## config.mk

```make
export PLATFORM = sky130hd
export DESIGN_NAME = game_timer_ctrl
export DESIGN_NICKNAME = d
export VERILOG_FILES = /design/src/rtl/game_timer_ctrl.sv
export SDC_FILE = /design/constraint.sdc
export NUM_CORES = 1
export LEC_CHECK = 0
export BUFFER_PORTS_ARGS = -buffer_cell sky130_fd_sc_hd__buf_4
export CAP_MARGIN = 20
export CORE_MARGIN = 4
export CORE_UTILIZATION = 45
export CTS_CLUSTER_SIZE = 20
export DETAILED_ROUTE_END_ITERATION = 8
export PLACE_DENSITY = 0.66
export SKIP_LAST_GASP = 1
export SLEW_MARGIN = 20
export SYNTH_ARGS = -nofsm -noshare
export SYNTH_HDL_FRONTEND = slang
export SYNTH_SLANG_ARGS = --single-unit
```

## constraint.sdc

```tcl
create_clock -name clk -period 2.7 [get_ports clk]
set_input_delay 0.135 -clock clk [delete_from_list [all_inputs] [get_ports clk]]
set_output_delay 0.135 -clock clk [all_outputs]
set_load 0.1 [all_outputs]
```

## src/rtl/game_timer_ctrl.sv

```systemverilog
// game_timer_ctrl: game-time sequencer driving the BCD mm:ss counter's clear/tick
// enables from game events, and keeping the best winning time across games.
module game_timer_ctrl #(
    parameter int          TICK_DIV = 100_000_000,
    parameter logic [15:0] MAX_TIME = 16'h5959
) (
    input  logic        clk,
    input  logic        rst,
    input  logic        game_start_i,
    input  logic        pause_tog_i,
    input  logic        game_win_i,
    input  logic        game_lose_i,
    input  logic [15:0] time_i,
    output logic        cnt_clr_o,
    output logic        cnt_tick_o,
    output logic [1:0]  state_o,
    output logic        sat_o,
    output logic [15:0] best_time_o,
    output logic        best_valid_o,
    output logic        new_record_o
);
    typedef enum logic [1:0] {IDLE = 2'd0, RUN = 2'd1, PAUSE = 2'd2, DONE = 2'd3} state_t;

    localparam logic [26:0] TOP = 27'(TICK_DIV - 1);

    state_t      state, state_next;
    logic [26:0] presc, presc_next;
    logic        active, win, lose, tog, wrap, record;

    always_comb begin
        active     = (state == RUN) || (state == PAUSE);
        win        = active && game_win_i && !game_start_i;
        lose       = active && game_lose_i && !game_win_i && !game_start_i;
        tog        = active && pause_tog_i && !game_lose_i && !game_win_i && !game_start_i;
        wrap       = (state == RUN) && (presc == TOP);
        record     = win && (!best_valid_o || time_i < best_time_o);
        state_next = state;
        if (game_start_i)
            state_next = RUN;
        else if (win || lose)
            state_next = DONE;
        else if (tog)
            state_next = (state == RUN) ? PAUSE : RUN;
        // PAUSE holds the partial second; only RUN cycles advance the prescaler
        presc_next = game_start_i ? 27'd0 :
                     (state == RUN) ? (wrap ? 27'd0 : presc + 27'd1) :
                     (state == PAUSE) ? presc : 27'd0;
    end

    always_ff @(posedge clk) begin
        if (rst) begin
            state        <= IDLE;
            presc        <= '0;
            cnt_clr_o    <= 1'b0;
            cnt_tick_o   <= 1'b0;
            best_time_o  <= '0;
            best_valid_o <= 1'b0;
            new_record_o <= 1'b0;
        end else begin
            state        <= state_next;
            presc        <= presc_next;
            cnt_clr_o    <= game_start_i;
            cnt_tick_o   <= wrap && !game_start_i && (time_i != MAX_TIME);
            new_record_o <= record;
            if (record) begin
                best_time_o  <= time_i;
                best_valid_o <= 1'b1;
            end
        end
    end

    assign state_o = state;
    assign sat_o   = (state == RUN) && (time_i == MAX_TIME);
endmodule
```

Word-level counts from Yosys, hierarchy flattened --
Cells that the tools add are included.
Storage, ports and cells: register bits after elaboration 49, bits of input ports 22, output and inout port bits 23, word-level logic and storage cells 47
Cells by class: add/sub/neg operators 1, order comparisons 1, eq/ne operators 6, multiplexer cells 7, reductions and logical operators 24
Operators by type and width (number):
- 27-bit 2-to-1 mux | 3
- 27-bit by 1-bit adder with 27-bit output, second input constant | 1
- 27-bit == test, second input constant | 1
- 16-bit by 15-bit == test with 1-bit output, second input constant | 1
- 16-bit < comparator | 1
- 16-bit by 15-bit inequality test with 1-bit output, second input constant | 1
- 1-bit logical AND | 14
- 2-bit 2-to-1 mux | 3
- 1-bit zero test | 4
- 1-bit logical OR | 3
- 3-bit nonzero test | 1
- 2-bit by 1-bit == test with 1-bit output, second input constant | 1
- 2-bit == test, second input constant | 1
- 2-bit by 1-bit inequality test with 1-bit output, second input constant | 1
- 2-bit nonzero test | 1
- 2-bit OR reduction | 1
- 1-bit 2-to-1 mux | 1

Depth between registers and ports, before layout --
Gate-level depths: netlist of the first run.
depth after elaboration 9, depth in mapped cells 9

Worst setup path after synthesis of the first run --
No wires, ideal clock.
path type register -> register, start register best_time_o[15], end register best_time_o[0], setup time 0.121 ns, arrival 2.811 ns, required time 2.579 ns, setup slack -0.232 ns, cell stages (with the launch flop) 9, buffers on the path 1, clock period less this slack 2.932 ns, path through dfxtp_1 > inv_1 > ha_1 > nand4_2 > or4_4 > o311ai_4 > o31ai_4 > buf_6 > mux2i_1
Between the ends: word-level cells in the longest chain between the ends 3
RTL lines:
- start, declared | line 18 | output logic [15:0] best_time_o,
- start signal, assigned | line 66 | best_time_o <= time_i;
- 16-bit < comparator | line 36 | record = win && (!best_valid_o || time_i < best_time_o);
- 1-bit logical OR | line 36
- 1-bit logical AND | line 36
Every way passes these cells. A chain may end at the register's enable or synchronous reset.

Worst setup path after layout of the first run --
start register best_time_o[15], end register new_record_o
Between the ends: word-level cells in the longest chain between the ends 3
RTL lines:
- 16-bit < comparator | line 36
- 1-bit logical OR | line 36
- 1-bit logical AND | line 36
- end signal, assigned | line 64 | new_record_o <= record;
- end, declared | line 20 | output logic new_record_o
Every way passes these cells.

==> results of run 1 <==
[final timing paths]
kind                        start         endpoint  slack, ns  cells past startpoint
setup / recovery  best_time_o[15]     new_record_o       0.39                      8
hold / removal          time_i[8]   best_time_o[8]       0.09                      3
setup reg to reg  best_time_o[15]     new_record_o       0.39                      8
hold reg to reg   best_time_o[10]  best_time_o[10]       0.49                      2
[cell type report]
| type | instances | area (um^2) |
|---|---|---|
| Fill cell | 529 | 2370 |
| Tap cell | 72 | 90.1 |
| Sequential cell | 49 | 998 |
| Timing Repair Buffer | 50 | 388 |
| Clock inverter | 3 | 65.1 |
| Inverter | 21 | 78.8 |
| Multi-Input combinational cell | 223 | 1580 |
| Clock buffer | 5 | 68.8 |
[registers in the layout, summed over array words and instances, names as in the netlist]
signal and cells:
cnt_tick_o 1, state_o 2, best_time_o 16, new_record_o 1, presc 27, best_valid_o 1
cnt_clr_o 1
[routing by layer]
layer  up-vias  track usage
li1       1123            -
met1       995        0.236
met2        27        0.268
met3         6       0.0408
met4         0       0.0388
met5         -            0
[cells in the mapped netlist, types with 3 or more instances]
cell type | n | area [um^2]
a21oi_1 | 7 | 35.0
and3_1 | 5 | 31.3
and4_1 | 4 | 35.0
buf_2 | 3 | 15.0
clkbuf_1 | 7 | 26.3
dfxtp_1 | 49 | 981
ha_1 | 18 | 225
inv_1 | 21 | 78.8
mux2i_1 | 17 | 170
nand2_1 | 20 | 75.1
nand2b_1 | 34 | 213
nand3_1 | 10 | 50.1
nand4_1 | 11 | 68.8
nor2_1 | 35 | 131
nor2b_1 | 5 | 31.3
nor3_1 | 3 | 15.0
nor4_1 | 3 | 18.8
nor4bb_1 | 4 | 40.0
xnor2_1 | 4 | 35.0
xor2_1 | 20 | 175
[critical path: cells and delay by family (launching register included)]
| kind | cells | cell delay (ns) |
|---|---|---|
| flip-flops | 1 | 0.35 |
| AND/OR/NAND/NOR | 3 | 0.84 |
| buffers and inverters | 2 | 0.21 |
| adder cells (fa/ha/maj) | 1 | 0.32 |
| AO/OA/AOI/OAI | 2 | 0.47 |
[power by group]
part	internal, uW	leakage, uW	switching, uW	total (uW)
Clock	368	0.0000681	257	625
Combinational	122	0.000780	251	373
Sequential	746	0.000403	17.6	764
[stage by stage]
step / setup WS, ns / instance area [um^2] / hold WS (ns) / utilization / instances
2_1_floorplan: 0.00621 / 2710 / 0.270 / - / 304
3_3_place_gp: 0.200 / 3120 / 0.414 / 0.552 / 414
3_5_place_dp: 0.161 / 3120 / 0.423 / 0.552 / 414
4_1_cts: 0.117 / 3250 / 0.0971 / 0.576 / 422
5_1_grt: 0.290 / 3270 / 0.103 / 0.580 / 423
6_report: 0.393 / 3270 / 0.0945 / 0.580 / 423
[kinds of logic after synthesis]
kind of cell / share of synthesized area
muxes: 0.0632
AOI/OAI and AO/OA: 0.0655
DFF: 0.364
adders and majority gates: 0.0836
xor gates and xnor gates: 0.0780
buffers and inverters: 0.0488
and+or+nand+nor: 0.297
[what timing repair did]
action / in CTS / in global routing
resized for setup: 0 / 0
setup buffers: 0 / 1
setup endpoints to repair: 0 / 17
endpoints found under the hold margin: 0 / 0
==> out/results.tsv, run 1 <==
stage	metric	value	unit
detailed_routing	post_drt_wl_per_cell	13.8	um
synth	synth_nets	344	
placement	numPortBuffers	44	
synth	synthFlopType	dfxtp_1	
synth	ys_seq_area_frac	0.364	
finish	final_nets	390	
sta	setup_violations	0	
power	p_total	1760	uW
worst_setup_path	cp.arrival	2.51	ns
clock_tree	clock_tree.root_cell	clkbuf_8	
clock_tree	cts_sinks	49	
finish	drive_gt1_frac	0.228	
synth	yosys_warnings	0	
synth	synth_cell_type_count	44	
finish	syn_to_final_growth	21.4	%
sta	slew_headroom	0.535	
worst_setup_path	cp_max_fo	17	
synth	ys_ff_latch	49	
global_route	overflow	0	
clock_tree	cts_tree	yes	
power	vdd_drop_max	0.000423	V
floorplanning	start_util	0.477	
finish	antennaDiodeCount	0	
finish	final_cell_mix	49 x buf_4, 35 x nor2_1, 35 x dfxtp_1	
sta	period_share	0.855	
run	maxCapViolCount	0	
detailed_routing	dr.first_iter.drc_count	77	
worst_setup_path	worst-setup-path-type	reg2reg	
worst_setup_path	cp-end-kind	flip-flop	
detailed_routing	final_antenna_net_count	0	
sta	min_period	2.31	ns
sta	max_freq	433	MHz
synth	avgSynthCellArea	8.86	um^2
global_route	grt_max_degree	39	
global_route	first_global_vias	2128	
power	power_leakage	0.00125	uW
worst_setup_path	critPathMaxStageDelay	0.57	ns
detailed_routing	wl_met1	3010	um
floorplanning	rows	27	
floorplanning	die_w	85.4	um
clock_tree	clk_path_buf_depth	2	
global_route	track_usage	0.171	
sta	slew_violations	0	
clock_tree	clk_latency	0.30	ns
worst_setup_path	cp.required	2.90	ns
global_route	antenna_found_initial	0	
clock_tree	clk_pin_slew_worst_paths	0.10	ns
floorplanning	io-pin-count	45	
synth	synth_area	2690	um^2
synth	synth-edff-count	0	
clock_tree	cts.hold.buffers_added	0	
detailed_routing	num_vias	2151	
worst_hold_path	min_path_type	in2reg	
detailed_routing	topRoutingLayerUsed	met4	
sta	setup_tns	0	ns
floorplanning	die-area	7290	um^2
detailed_routing	drt-total-wl	5840	um
floorplanning	fp.dieH	85.4	um
placement	dp_hpwl	4330	um
detailed_routing	vias_per_cell	5.09	
sta	worst_pin_slew	0.693	ns
clock_tree	cts_htree_levels	2	
floorplanning	core	5640	um^2
sta	clock_skew	0.00774	ns
detailed_routing	dr_wl_met3	213	um
worst_setup_path	path_cells	inv_1 -> ha_1 -> nand4_2 -> or4_4 -> o311ai_4 -> o31ai_4 -> buf_12 -> nor2b_1	
detailed_routing	drc_errors	0	
synth	async_flop_share	0	
outcome	status	completed	
worst_setup_path	slowest_stage	or4_4	
detailed_routing	drt_first_pass_iters	4	
clock_tree	cts_buffers	5	
sta	rsz0062_at_grt	false	
synth	synth_cells	304	
placement	place.gp.congestion	0.755	
finish	layout_commonest_cell	buf_4	
worst_setup_path	crit_path_start_kind	flip-flop	
global_route	grt_pass1_wl	10300	um
power	cellPowerDensity	539	nW/um^2
sta	hold_viol	0	
detailed_routing	wl_met2	2560	um
(Power assumes the default switching activity.)
==> run 2, diff against run 1 <==
Settings changed: REMOVE_ABC_BUFFERS from default to 1.
==> out/results.tsv, run 2 (synthesis gave the netlist of run 1 again) <==
stage	metric	value	unit
finish	drive_gt1_frac	0.185	
worst_setup_path	worst-setup-path-type	reg2reg	
worst_hold_path	hp-start	game_start_i	
sta	setup_tns	0	ns
placement	dpl.cell_count	414	
finish	syn_to_final_growth	19.9	%
sta	slew_violations	0	
placement	numPortBuffers	44	
finish	seq_area	981	um^2
worst_setup_path	cp.required	2.89	ns
global_route	grt_pass1_wl	9520	um
floorplanning	fp.dieH	85.4	um
detailed_routing	num_vias	2166	
placement	place.gp.congestion	0.782	
worst_hold_path	hold_depth	3	
detailed_routing	post_drt_wl_per_cell	12.9	um
sta	worst_pin_slew	0.737	ns
power	vdd_drop_max	0.000310	V
worst_setup_path	r2r.worst_path.cells	8	
finish	final_cells	423	
detailed_routing	dr.first_iter.drc_count	83	
finish	largest_reg_flops	27	
finish	final_cell_mix	49 x dfxtp_1, 49 x buf_4, 35 x nor2_1	
sta	rsz0062_at_grt	false	
sta	clock_skew	0.00599	ns
worst_setup_path	cp-end-kind	flip-flop	
worst_hold_path	min_path_type	in2reg	
floorplanning	start_util	0.477	
detailed_routing	drc_errors	0	
clock_tree	clk_latency	0.31	ns
global_route	antenna_found_initial	0	
finish	final_nets	390	
sta	hold_viol	0	
global_route	grt_max_degree	39	
clock_tree	cts_htree_levels	2	
placement	dp_hpwl	3990	um
sta	max_freq	431	MHz
global_route	first_global_vias	2077	
worst_hold_path	min_to	cnt_clr_o	
worst_setup_path	worstReg2RegEnd	new_record_o	
power	cellPowerDensity	514	nW/um^2
worst_setup_path	cp_max_fo	17	
floorplanning	core	5640	um^2
finish	fill_cells	512	
detailed_routing	final_antenna_net_count	0	
run	maxCapViolCount	0	
sta	min_period	2.32	ns
worst_setup_path	worstReg2RegStart	best_time_o[15]	
clock_tree	clk_pin_slew_worst_paths	0.09	ns
floorplanning	io-pin-count	45	
global_route	overflow	0	
global_route	track_usage	0.159	
worst_setup_path	crit_path_start_kind	flip-flop	
finish	antennaDiodeCount	0	
clock_tree	cts_resized	0	
clock_tree	clock_tree.root_cell	clkbuf_8	
clock_tree	cts_tree	yes	
power	power_leakage	0.00123	uW
clock_tree	cts_buffers	5	
sta	setup_violations	0	
floorplanning	die-area	7290	um^2
clock_tree	cts_sinks	49	
finish	regMostFlops	presc	
sta	period_share	0.860	
detailed_routing	drt_first_pass_iters	4	
finish	multi_input_area	1580	um^2
outcome	status	completed	
worst_setup_path	cp.arrival	2.51	ns
floorplanning	die_w	85.4	um
sta	hold_ws	0.103	ns
clock_tree	cts.hold.buffers_added	0	
floorplanning	rows	27	
detailed_routing	drt-total-wl	5460	um
clock_tree	clk_path_buf_depth	2	
worst_setup_path	reg2reg_setup_slack	0.38	ns
detailed_routing	vias_per_cell	5.12	
sta	slew_headroom	0.506	
==> run 2: metal layers <==
metal / up-vias / wire length, um / track usage
li1: 1129 / - / -
met1: 998 / 2570 / 0.196
met2: 32 / 2590 / 0.271
met3: 7 / 232 / 0.0388
met4: 0 / 68 / 0.0475
met5: - / 0 / 0
==> run 2: repair_timing <==
item,4_1_cts,5_1_grt
setup buffers,0,1
endpoints found under the setup margin,0,16
hold endpoints to repair,0,0
==> run 2: report_power, final <==
part           internal [uW]  switching [uW]
clock                    278             253
combinational            121             248
sequential               743            17.4
total                   1140             518
==> run 2: layout make-up <==
cell class / instances / share of cell area
Clock buffer: 6 / 0.0225
Timing Repair Buffer: 50 / 0.120
Sequential cell: 49 / 0.304
Clock inverter: 2 / 0.0120
Tap cell: 72 / 0.0279
Multi-Input combinational cell: 223 / 0.490
Inverter: 21 / 0.0244
==> run 2: stage by stage <==
step | worst slack [ns] | instance area (um^2) | total power [uW] | utilization
after floorplan | -0.325 | 2640 | 1040 | -
after global placement | 0.186 | 3100 | 1140 | 0.549
after detailed placement | 0.145 | 3100 | 1140 | 0.549
after CTS | 0.126 | 3210 | 1680 | 0.569
after global routing | 0.272 | 3230 | 1730 | 0.573
final | 0.378 | 3230 | 1660 | 0.573
==> run 2: worst max-delay path: stages (launching register included) <==
cell and delay (ns):
dfxtp_1 0.37, inv_1 0.06, ha_1 0.32, nand4_2 0.14, or4_4 0.57, o311ai_4 0.33, o31ai_4 0.11, buf_12 0.17
nor2b_1 0.13
==> run 2: worst max-delay path by stage <==
stage	start	to	slack [ns]	cells past startpoint
floorplan	state_o[0]	best_time_o[0]	-0.32	6
global placement	best_time_o[7]	best_time_o[2]	0.19	7
detailed placement	best_time_o[7]	best_time_o[11]	0.15	7
CTS	state_o[0]	best_time_o[14]	0.13	7
global route	best_time_o[15]	new_record_o	0.27	8
finish	best_time_o[15]	new_record_o	0.38	8
==> run 3, diff against run 2 <==
Settings changed: PLACE_DENSITY 0.66 to 0.74.
==> out/results.tsv, run 3 (synthesis gave the netlist of run 1 again) <==
stage	metric	value	unit
sta	hold_viol	0	
clock_tree	cts_tree	yes	
power	cellPowerDensity	485	nW/um^2
floorplanning	fp.dieH	85.4	um
worst_setup_path	reg2reg_setup_slack	0.34	ns
sta	period_share	0.875	
floorplanning	core	5640	um^2
worst_setup_path	cp_max_fo	17	
placement	place.gp.congestion	0.745	
worst_setup_path	worst-setup-path-type	reg2reg	
placement	placed_area	3110	um^2
floorplanning	io-pin-count	45	
detailed_routing	vias_per_cell	5.15	
sta	rsz0062_at_grt	false	
finish	final_cell_mix	49 x dfxtp_1, 48 x buf_4, 35 x nor2_1	
global_route	track_usage	0.154	
power	vdd_drop_max	0.000400	V
power	power_leakage	0.00123	uW
placement	dp_hpwl	4020	um
detailed_routing	wl_met2	2540	um
finish	largest_reg_flops	27	
finish	final_cells	423	
detailed_routing	drt-total-wl	5440	um
worst_hold_path	hold_depth	3	
sta	clock_skew	0.0143	ns
clock_tree	cts_buffers	5	
detailed_routing	drt_first_pass_iters	4	
global_route	antenna_found_initial	0	
detailed_routing	post_drt_wl_per_cell	12.9	um
sta	min_period	2.36	ns
sta	worst_pin_slew	0.698	ns
clock_tree	cts_htree_levels	2	
global_route	grt_max_degree	39	
finish	final_util	0.570	
run	maxCapViolCount	0	
floorplanning	die-area	7290	um^2
global_route	first_global_vias	2051	
clock_tree	clk_latency	0.30	ns
detailed_routing	drc_errors	0	
detailed_routing	num_vias	2180	
floorplanning	rows	27	
finish	final_area	3210	um^2
worst_setup_path	crit_start	best_time_o[15]	
worst_setup_path	cp-end-kind	flip-flop	
sta	max_freq	423	MHz
placement	dpl.cell_count	414	
clock_tree	clk_path_buf_depth	2	
worst_setup_path	crit_path_start_kind	flip-flop	
finish	final_nets	390	
finish	fill_cells	490	
finish	syn_to_final_growth	19.3	%
outcome	status	completed	
clock_tree	clk_pin_slew_worst_paths	0.09	ns
detailed_routing	wl_met1	2590	um
worst_hold_path	min_path_type	in2reg	
sta	slew_violations	0	
worst_setup_path	worstReg2RegStart	best_time_o[15]	
finish	layout_commonest_cell	dfxtp_1	
clock_tree	cts_resized	0	
clock_tree	clock_tree.root_cell	clkbuf_8	
worst_setup_path	r2r.worst_path.cells	8	
power	p_total	1560	uW
worst_setup_path	cp.required	2.88	ns
placement	numPortBuffers	44	
detailed_routing	dr_wl_met3	266	um
floorplanning	start_util	0.477	
finish	drive_gt1_frac	0.185	
finish	antennaDiodeCount	0	
worst_setup_path	cp.arrival	2.54	ns
global_route	overflow	0	
worst_setup_path	worstReg2RegEnd	new_record_o	
detailed_routing	topRoutingLayerUsed	met4	
finish	regMostFlops	presc	
sta	slew_headroom	0.532	
detailed_routing	final_antenna_net_count	0	
sta	setup_violations	0	
floorplanning	die_w	85.4	um
clock_tree	cts_sinks	49	
worst_hold_path	min_to	cnt_clr_o	
global_route	grt_pass1_wl	9290	um
detailed_routing	dr.first_iter.drc_count	108	
worst_hold_path	hp-start	game_start_i	
-- run 3: layer usage --
layer / GRT usage / up-vias
met5: 0 / -
met4: 0.0475 / 0
met3: 0.0379 / 4
met2: 0.256 / 39
met1: 0.197 / 1011
li1: - / 1126
-- run 3: worst max-delay path by stage --
| stage | to | slack, ns | depth (start not counted) |
|---|---|---|---|
| finish | new_record_o | 0.34 | 8 |
| global route | presc[8] | 0.24 | 7 |
| CTS | best_time_o[3] | 0.07 | 7 |
| detailed placement | best_time_o[3] | 0.08 | 7 |
| global placement | best_time_o[3] | 0.20 | 7 |
| floorplan | best_time_o[0] | -0.32 | 6 |
-- run 3: worst max-delay path, cell delays in order, from the launching register on --
cell	delay, ns
dfxtp_1	0.37
inv_1	0.06
ha_1	0.32
nand4_2	0.15
or4_4	0.57
o311ai_4	0.35
o31ai_4	0.12
buf_12	0.17
nor2b_1	0.13
-- run 3: cell type report --
cell class                 instances  area [um^2]  share of cell area
timing repair buffer              50          400               0.125
clock inverter                     2         10.0             0.00311
sequential                        49          981               0.305
tap                               72         90.1              0.0280
clock buffer                       6         72.6              0.0226
inverter                          21         78.8              0.0245
multi-input combinational        223         1580               0.492
-- run 3: metrics by stage --
stage	hold slack (ns)	worst slack, ns	TNS, ns
after CTS	0.0910	0.0700	0
after global placement	0.408	0.196	0
after floorplan	0.202	-0.325	-7.30
after detailed placement	0.420	0.0837	0
after global routing	0.102	0.243	0
final	0.0991	0.337	0
-- run 3: timing repair --
item | CTS | global route
hold buffers | 0 | 0
setup endpoints to repair | 0 | 6
setup buffers | 0 | 1
-- run 3: report_power, final --
group	switching [uW]	total, uW	leakage, uW	internal, uW
clock	245	426	0.0000450	180
sequential	17.4	761	0.000397	743
combinational	250	373	0.000786	124
total	512	1560	0.00123	1050
